==> config.mk <==
export PLATFORM = sky130hd
export DESIGN_NAME = wdt_reg_slave
export DESIGN_NICKNAME = d
export VERILOG_FILES = /design/src/rtl/wdt_pkg.sv /design/src/rtl/wdt_addr_dec.sv /design/src/rtl/wdt_reg_slave.sv
export SDC_FILE = /design/constraint.sdc
export NUM_CORES = 1
export LEC_CHECK = 0
export BUFFER_PORTS_ARGS = -buffer_cell sky130_fd_sc_hd__buf_4
export CAP_MARGIN = 20
export CORE_UTILIZATION = 40
export CTS_BUF_LIST = sky130_fd_sc_hd__clkbuf_8
export DETAILED_ROUTE_END_ITERATION = 12
export GPL_TIMING_DRIVEN = 0
export MAX_ROUTING_LAYER = met4
export PLACE_DENSITY = 0.74
export SYNTH_ARGS = -nofsm -noshare
export SYNTH_HDL_FRONTEND = slang
export SYNTH_HIERARCHICAL = 1
export SYNTH_SLANG_ARGS = --single-unit
==> constraint.sdc <==
create_clock -name clk -period 4.6 [get_ports clk]
set_input_delay 0.23 -clock clk [delete_from_list [all_inputs] [get_ports clk]]
set_output_delay 0.23 -clock clk [all_outputs]
set_load 0.005 [all_outputs]
==> src/rtl/wdt_pkg.sv <==
// Shared definitions for the watchdog register slave: register offsets,
// AXI response codes and the state/select encodings.
package wdt_pkg;

  localparam logic [11:0] WDT_EN_OFF   = 12'h100;
  localparam logic [11:0] WDT_LIVE_OFF = 12'h200;
  localparam logic [11:0] WDT_CNT_OFF  = 12'h300;
  localparam logic [11:0] WDT_STAT_OFF = 12'h400;

  localparam logic [1:0] RESP_OKAY   = 2'b00;
  localparam logic [1:0] RESP_SLVERR = 2'b10;
  localparam logic [1:0] RESP_DECERR = 2'b11;

  typedef enum logic [1:0] {
    W_IDLE,
    W_HAVE_AW,
    W_HAVE_W,
    W_RESP
  } wr_state_t;

  typedef enum logic {
    R_IDLE,
    R_DATA
  } rd_state_t;

  typedef enum logic [2:0] {
    SEL_EN,
    SEL_LIVE,
    SEL_CNT,
    SEL_STAT,
    SEL_NONE
  } reg_sel_t;

endpackage

==> src/rtl/wdt_addr_dec.sv <==
// Combinational register-offset decode, shared by the read and write paths.
module wdt_addr_dec
  import wdt_pkg::*;
(
  input  logic [11:0] offset,
  output reg_sel_t    sel,
  output logic        dec_err
);

  always_comb begin
    sel     = SEL_NONE;
    dec_err = 1'b1;
    case (offset)
      WDT_EN_OFF:   begin sel = SEL_EN;   dec_err = 1'b0; end
      WDT_LIVE_OFF: begin sel = SEL_LIVE; dec_err = 1'b0; end
      WDT_CNT_OFF:  begin sel = SEL_CNT;  dec_err = 1'b0; end
      WDT_STAT_OFF: begin sel = SEL_STAT; dec_err = 1'b0; end
      default:      ;
    endcase
  end

endmodule

==> src/rtl/wdt_reg_slave.sv <==
// AXI4-Lite register front-end for the watchdog core: control registers
// WDEN/WDLIVE/WTOCNT and a sticky timeout status driving wdt_irq.
module wdt_reg_slave
  import wdt_pkg::*;
#(
  parameter int unsigned       ADDR_W     = 32,
  parameter int unsigned       DATA_W     = 32,
  parameter logic [DATA_W-1:0] WTOCNT_RST = '0
) (
  input  logic                  clk,
  input  logic                  rst,
  input  logic [ADDR_W-1:0]     AWADDR,
  input  logic                  AWVALID,
  output logic                  AWREADY,
  input  logic [DATA_W-1:0]     WDATA,
  input  logic [DATA_W/8-1:0]   WSTRB,
  input  logic                  WVALID,
  output logic                  WREADY,
  output logic [1:0]            BRESP,
  output logic                  BVALID,
  input  logic                  BREADY,
  input  logic [ADDR_W-1:0]     ARADDR,
  input  logic                  ARVALID,
  output logic                  ARREADY,
  output logic [DATA_W-1:0]     RDATA,
  output logic [1:0]            RRESP,
  output logic                  RVALID,
  input  logic                  RREADY,
  input  logic                  WTO,
  output logic                  WDEN,
  output logic                  WDLIVE,
  output logic [DATA_W-1:0]     WTOCNT,
  output logic                  wdt_irq
);

  wr_state_t             w_state, w_next;
  rd_state_t             r_state, r_next;
  logic                  accept_en;
  logic [11:0]           aw_off_q;
  logic [DATA_W-1:0]     wdata_q;
  logic [DATA_W/8-1:0]   wstrb_q;
  logic [11:0]           wr_off;
  logic [DATA_W-1:0]     wr_data;
  logic [DATA_W/8-1:0]   wr_strb;
  reg_sel_t              wr_sel, rd_sel;
  logic                  wr_err, rd_err;
  logic                  commit;
  logic [1:0]            wr_resp, rd_resp;
  logic                  upd_en, upd_cnt, live_set, stat_clr;
  logic [DATA_W-1:0]     rd_data;
  logic                  unused_addr;

  assign unused_addr = ^{AWADDR[ADDR_W-1:12], ARADDR[ADDR_W-1:12]};

  // Ready outputs stay low while in reset and for the first cycle after it.
  always_comb begin
    w_next  = w_state;
    AWREADY = 1'b0;
    WREADY  = 1'b0;
    BVALID  = 1'b0;
    case (w_state)
      W_IDLE: if (accept_en) begin
        AWREADY = 1'b1;
        WREADY  = 1'b1;
        if (AWVALID && WVALID) w_next = W_RESP;
        else if (AWVALID)      w_next = W_HAVE_AW;
        else if (WVALID)       w_next = W_HAVE_W;
      end
      W_HAVE_AW: begin
        WREADY = 1'b1;
        if (WVALID) w_next = W_RESP;
      end
      W_HAVE_W: begin
        AWREADY = 1'b1;
        if (AWVALID) w_next = W_RESP;
      end
      W_RESP: begin
        BVALID = 1'b1;
        if (BREADY) w_next = W_IDLE;
      end
      default: w_next = W_IDLE;
    endcase
  end

  assign commit = (w_state != W_RESP) && (w_next == W_RESP);

  // Whichever half arrives on the committing edge is taken straight from the bus.
  assign wr_off  = (w_state == W_HAVE_AW) ? aw_off_q : AWADDR[11:0];
  assign wr_data = (w_state == W_HAVE_W)  ? wdata_q  : WDATA;
  assign wr_strb = (w_state == W_HAVE_W)  ? wstrb_q  : WSTRB;

  wdt_addr_dec u_wr_dec (.offset(wr_off),       .sel(wr_sel), .dec_err(wr_err));
  wdt_addr_dec u_rd_dec (.offset(ARADDR[11:0]), .sel(rd_sel), .dec_err(rd_err));

  always_comb begin
    wr_resp  = RESP_OKAY;
    upd_en   = 1'b0;
    upd_cnt  = 1'b0;
    live_set = 1'b0;
    stat_clr = 1'b0;
    if (wr_err) begin
      wr_resp = RESP_DECERR;
    end else begin
      case (wr_sel)
        SEL_EN:   upd_en   = wr_strb[0];
        SEL_LIVE: live_set = wr_strb[0] & wr_data[0];
        SEL_CNT:  if (WDEN) wr_resp = RESP_SLVERR;
                  else      upd_cnt = 1'b1;
        SEL_STAT: stat_clr = wr_strb[0] & wr_data[0];
        default:  ;
      endcase
    end
  end

  always_ff @(posedge clk or posedge rst) begin
    if (rst) begin
      w_state   <= W_IDLE;
      accept_en <= 1'b0;
      aw_off_q  <= '0;
      wdata_q   <= '0;
      wstrb_q   <= '0;
      BRESP     <= RESP_OKAY;
      WDEN      <= 1'b0;
      WDLIVE    <= 1'b0;
      WTOCNT    <= WTOCNT_RST;
      wdt_irq   <= 1'b0;
    end else begin
      w_state   <= w_next;
      accept_en <= 1'b1;
      if (AWREADY && AWVALID) aw_off_q <= AWADDR[11:0];
      if (WREADY && WVALID) begin
        wdata_q <= WDATA;
        wstrb_q <= WSTRB;
      end
      WDLIVE  <= commit & live_set;
      wdt_irq <= WTO | (wdt_irq & ~(commit & stat_clr));
      if (commit) begin
        BRESP <= wr_resp;
        if (upd_en) WDEN <= wr_data[0];
        if (upd_cnt) begin
          for (int unsigned i = 0; i < DATA_W / 8; i++) begin
            if (wr_strb[i]) WTOCNT[i*8 +: 8] <= wr_data[i*8 +: 8];
          end
        end
      end
    end
  end

  always_comb begin
    r_next  = r_state;
    ARREADY = 1'b0;
    RVALID  = 1'b0;
    case (r_state)
      R_IDLE: begin
        ARREADY = accept_en;
        if (accept_en && ARVALID) r_next = R_DATA;
      end
      R_DATA: begin
        RVALID = 1'b1;
        if (RREADY) r_next = R_IDLE;
      end
      default: r_next = R_IDLE;
    endcase
  end

  always_comb begin
    rd_data = '0;
    rd_resp = rd_err ? RESP_DECERR : RESP_OKAY;
    case (rd_sel)
      SEL_EN:   rd_data[0] = WDEN;
      SEL_CNT:  rd_data    = WTOCNT;
      SEL_STAT: rd_data[0] = wdt_irq;
      default:  ;
    endcase
  end

  always_ff @(posedge clk or posedge rst) begin
    if (rst) begin
      r_state <= R_IDLE;
      RDATA   <= '0;
      RRESP   <= RESP_OKAY;
    end else begin
      r_state <= r_next;
      if (ARREADY && ARVALID) begin
        RDATA <= rd_data;
        RRESP <= rd_resp;
      end
    end
  end

endmodule

## Word level (Yosys, flattened, before mapping)

Cells that the tools add are included.

- Bits in registers: 123
- Output and inout port bits: 76
- Logic and storage cells: 94

- Eq/ne operators: 18
- Muxes and demuxes: 37
- Bitwise gates (word level): 7
- Reductions and logical operators: 16

Operators with widths:

| kind | count |
|---|---|
| equality test 12 x 10 -> 1 bit, second input constant | 4 |
| 2-to-1 mux 32 bit | 1 |
| 2-to-1 mux 31 bit | 1 |
| equality test 12 x 11 -> 1 bit, second input constant | 2 |
| equality test 12 x 9 -> 1 bit, second input constant | 2 |
| case mux 3 bit (4 select lines) | 2 |
| 2-to-1 mux 2 bit | 11 |
| 2-to-1 mux 1 bit | 15 |
| equality test 3 x 2 -> 1 bit, second input constant | 4 |
| 2-to-1 mux 12 bit | 1 |
| AND reduction 3 bit | 4 |
| case mux 2 bit (4 select lines) | 1 |
| OR reduction 4 bit | 2 |
| equality test 2 bit, second input constant | 3 |
| logical AND 1 bit | 6 |
| zero test 3 bit | 2 |
| case mux 1 bit (2 select lines) | 3 |
| AND 1 bit | 4 |
| 2-to-1 mux 4 bit | 1 |
| equality test 3 x 1 -> 1 bit, second input constant | 1 |
| case mux 1 bit (3 select lines) | 1 |
| equality test 2 x 1 -> 1 bit, second input constant | 1 |
| zero test 2 bit | 1 |
| != test 2 bit, second input constant | 1 |
| 3 further kinds | 4 |

## Depth between registers and ports, before layout

- Depth after elaboration: 11
- Mapped depth: 13
- Mapped depth without buffers: 9

## Hierarchy

Netlist, hierarchy kept.

By module, submodules not included:

| module | instances | cells each | area an instance (µm²) | seq. area each (µm²) |
|---|---|---|---|---|
| wdt_reg_slave | 1 | 353 | 5237.5 | 3052.9 |
| wdt_addr_dec | 2 | 13 | 87.6 | 0.0 |

## Worst setup path before layout

OpenSTA, ideal clock, no wires.

- Path type: reg2reg
- Start: reg w_state[1]
- End: reg WTOCNT[0]
- Setup time: 125 ps
- Data arrival time: 3428 ps
- Data required time: 4475 ps
- Slack: 1046 ps
- Stages on the path, launching flop included: 14
- Cells stage by stage: dfrtp_1 > buf_4 > nor2b_1 > clkbuf_1 > mux2_2 > nor4_2 > nand3_1 > nand2b_1 > buf_4 > nor2_1 > nand3_1 > or3_1 > buf_6 > mux2_4

- Longest elaborated chain between the ends: 8
- Elaborated cells on any way between the ends: 28
- Classes of those cells: eq/ne: 10; mux: 14; reduce/logical: 4

Ends and longest elaborated chain:

| what | RTL line | RTL |
|---|---|---|
| start: declaration | wdt_reg_slave.sv:36 | `wr_state_t w_state, w_next;` |
| start signal: assignment | wdt_reg_slave.sv:128 | `w_state <= w_next;` |
| equality test 2 x 1 -> 1 bit * | wdt_reg_slave.sv:88 | `assign wr_off = (w_state == W_HAVE_AW) ? aw_off_q : AWADDR[11:0];` |
| 2-to-1 mux 12 bit * | wdt_reg_slave.sv:88 |  |
| via wr_off[4] | wdt_reg_slave.sv:42 | `logic [11:0] wr_off;` |
| equality test 12 x 11 -> 1 bit, or another cell as far along | wdt_addr_dec.sv:13 | `case (offset)` |
| case mux 3 bit (4 select lines) * | wdt_addr_dec.sv:13 |  |
| via wr_sel[2] | wdt_reg_slave.sv:45 | `reg_sel_t wr_sel, rd_sel;` |
| equality test 3 x 2 -> 1 bit * | wdt_reg_slave.sv:104 | `case (wr_sel)` |
| 2-to-1 mux 1 bit * | wdt_reg_slave.sv:104 |  |
| 2-to-1 mux 1 bit * | wdt_reg_slave.sv:101 | `if (wr_err) begin` |
| AND reduction 3 bit (no line) * | - |  |
| end signal: indexed assignment | wdt_reg_slave.sv:142 | `if (wr_strb[i]) WTOCNT[i*8 +: 8] <= wr_data[i*8 +: 8];` |
| end: declaration | wdt_reg_slave.sv:32 | `output logic [DATA_W-1:0] WTOCNT,` |

The timed path passes the listed nets; every way through them passes the cells marked *.
A chain may end at the register's enable or synchronous reset.

## Worst setup path after layout

- Start: reg w_state[1]
- End: reg WTOCNT[19]

The elaborated chain is that of the path after synthesis.

==> impl_metrics.csv <==
group,metric,value,unit
timing,hold_violations,0,
global_route,grt_pass1_wl,19840,microns
die,core_region_area,13240,sq um
timing,hold_ws,0.03094,ns
global_route,grt_pass1_vias,3820,
cells_and_area,fillers,1145,
routing,wl_per_cell,16.70,microns
synth,synth_area_per_cell,14.28,sq um
die,rows,42,
global_route,antenna_found_initial,0,
global_route,grtUsageTotal,19.10,%
clocking,h-tree-depth,4,
synth,syn_area,5413,sq um
cells_and_area,final_cell_mix,"buf_4 (147), dfrtp_1 (122), mux2_2 (120), a22o_1 (31), clkbuf_8 (20)",
die,start_util,40.87,%
global_route,grt_overflow,0,
setup_path,cpMaxStageDelayCell,"nor3_4",
clocking,cts_buffers,17,
routing,vias,3718,
placement,place.gp.congestion,0.7650,
timing,maxSlewHeadroom,50.95,%
setup_path,cp_cell_sequence,"buf_4 > nor2b_1 > clkbuf_1 > mux2_2 > nor4_2 > nand3_1 > nand2b_1 > buf_4 > nor2_1 > nand3_1 > nor3_4 > mux2_2",
placement,dpl.hpwl,8911,microns
die,ios,184,
synth,synthArstFlopShare,100.0,%
global_route,grt_max_degree,79,
cells_and_area,final_common_cell,"buf_4",
synth,yosys_warnings,6,
routing,antenna_left,0,
clocking,clk_latency,0.44,ns
setup_path,reg2reg_slack,0.53,ns
clocking,cts_num_sinks,122,
cells_and_area,antenna_cells,0,
timing,timing.final.max_slew_violations,0,
synth,ys.flop_type,"dfrtp_1",
run_status,status,"complete, but fails checks",
setup_path,worstSetupStartpointType,"register",
clocking,cts_max_path_buffers,2,
clocking,root_buffer,"clkbuf_8",
die,dieHeight,118.3,microns
clocking,clk_pin_slew,0.08,ns
setup_path,cp-startpoint,"w_state[1]",
cells_and_area,stdcell_area,7216,sq um
setup_path,cp_top_family,"simple AND/OR/NAND/NOR gates",
setup_path,critPathRequiredTime,4.93,ns
routing,vias_per_cell,5.065,
power_and_ir_drop,power.leakage,0.003452,uW
cells_and_area,final_nets,653,
die,die_w,118.3,microns
cells_and_area,drive_above_1_share,58.24,%
setup_path,cp_num_buf_inv,3,
setup_path,crit_arrival,4.40,ns
routing,dr.pass1.iters,8,
timing,min_period,4.073,ns
synth,syn_inst,379,
run_status,failed_checks,"design-rule violations",
clocking,post_cts_buffers,0,
cells_and_area,area_delta_synth_final,33.31,%
cells_and_area,final_cell_count_no_fill,734,
power_and_ir_drop,p_per_area,468.2,nW/um^2
synth,synth_edf_count,0,
timing,finalCritPeriodShare,88.54,%
timing,final-setup-viol-count,0,
cells_and_area,multiInputGateArea,2217,sq um
placement,numPortBuffers,143,
synth,synth_seq_cells,122,
setup_path,crit_type,"reg2reg",
timing,tns,0,ns
hold_path,worst_hold_path_type,"in2reg",
timing,finalClockSkew,0.01229,ns
die,dieArea,14000,sq um
routing,drcViolationCount,2,
hold_path,hold_start,"WDATA[18]",
power_and_ir_drop,ir_drop,0.0003093,V
setup_path,end_kind,"register",
synth,ys_seq_area_share,56.40,%
cells_and_area,seqCellArea,3053,sq um
run,maxCapViolCount,0,
setup_path,slowest_delay,0.55,ns
synth,syn-num-nets,487,
routing,drtIter0Drc,151,
timing,fmax,245.5,MHz
setup_path,critical_path.max_fanout,10,
synth,synth_cell_types,33,
routing,routed_wl,12260,microns
timing,rsz0062_at_grt,"no",
timing,tightest_slew,0.7331,ns
placement,place_inst,699,
clocking,cts_tree,"yes",
setup_path,crit-reg2reg-launch,"w_state[1]",
placement,postPlaceCellArea,6739,sq um
-- cell families (layout without fill, tap and decap cells) --
group / Yosys count / count (layout) / synth area share, %
buf+inv: 26 / 205 / 2.635
xor+xnor: 4 / 4 / 0.6472
simple gates: 50 / 50 / 5.756
mux: 132 / 132 / 27.92
compound gates: 44 / 44 / 6.565
flops: 122 / 122 / 56.40
other cells: 1 / 1 / 0.06928
-- power breakdown --
group	internal (uW)	switching [uW]
registers	1300	111
logic	528	382
clock network	630	422
-- final cells by class --
class / count / area share [%]
Sequential cell: 122 / 42.31
Multi-Input combinational cell: 231 / 30.73
Timing Repair Buffer: 147 / 15.68
Clock buffer: 20 / 3.815
Tap cell: 176 / 3.052
Clock inverter: 12 / 2.376
Buffer: 22 / 1.769
Inverter: 4 / 0.2774
-- cells in the mapped netlist, types with 5 or more instances --
library cell	n	area share [%]
nand2_1	7	0.49
nor2_1	15	1.0
nor3_1	5	0.46
mux2_4	8	2.2
a22o_1	31	5.0
mux2_2	120	25
clkbuf_1	7	0.49
dfrtp_1	122	56
buf_2	6	0.55
-- worst paths after layout --
path / cells past startpoint / to
max in group asynchronous: 4 / wstrb_q[3]
setup / recovery: 12 / WTOCNT[19]
hold / removal: 2 / wdata_q[18]
setup reg to reg: 12 / WTOCNT[19]
hold reg to reg: 1 / wdata_q[2]
min in group asynchronous: 3 / WTOCNT[7]
-- state kept, by name, summed over array words and instances (netlist names) --
signal,cells
r_state,1
RRESP,1
RDATA,32
WDEN,1
w_state,2
BRESP,2
aw_off_q,12
wdt_irq,1
WTOCNT,32
wstrb_q,4
WDLIVE,1
accept_en,1
wdata_q,32
-- metrics by stage --
step	util (%)	setup slack (ns)	total power (uW)
after floorplan	-	1.046	2103
after global placement	50.64	-0.1810	2294
after detailed placement	50.89	0.4527	2356
after CTS	54.49	0.4354	3424
after global routing	54.49	0.2311	3571
final	54.49	0.5273	3378
-- repair_timing --
| item | CTS | global route |
|---|---|---|
| endpoints found under the hold margin | 47 | 0 |
| hold buffers | 3 | 0 |
| endpoints found under the setup margin | 0 | 0 |
| gates resized for setup | 0 | 0 |
-- metal layers --
layer,share of wire [%],global-route usage (%)
met5,0,-
met1,43,23.09
met4,2.0,8.413
met2,51,30.51
met3,4.0,4.440
Power figures use the tool's default switching activity.
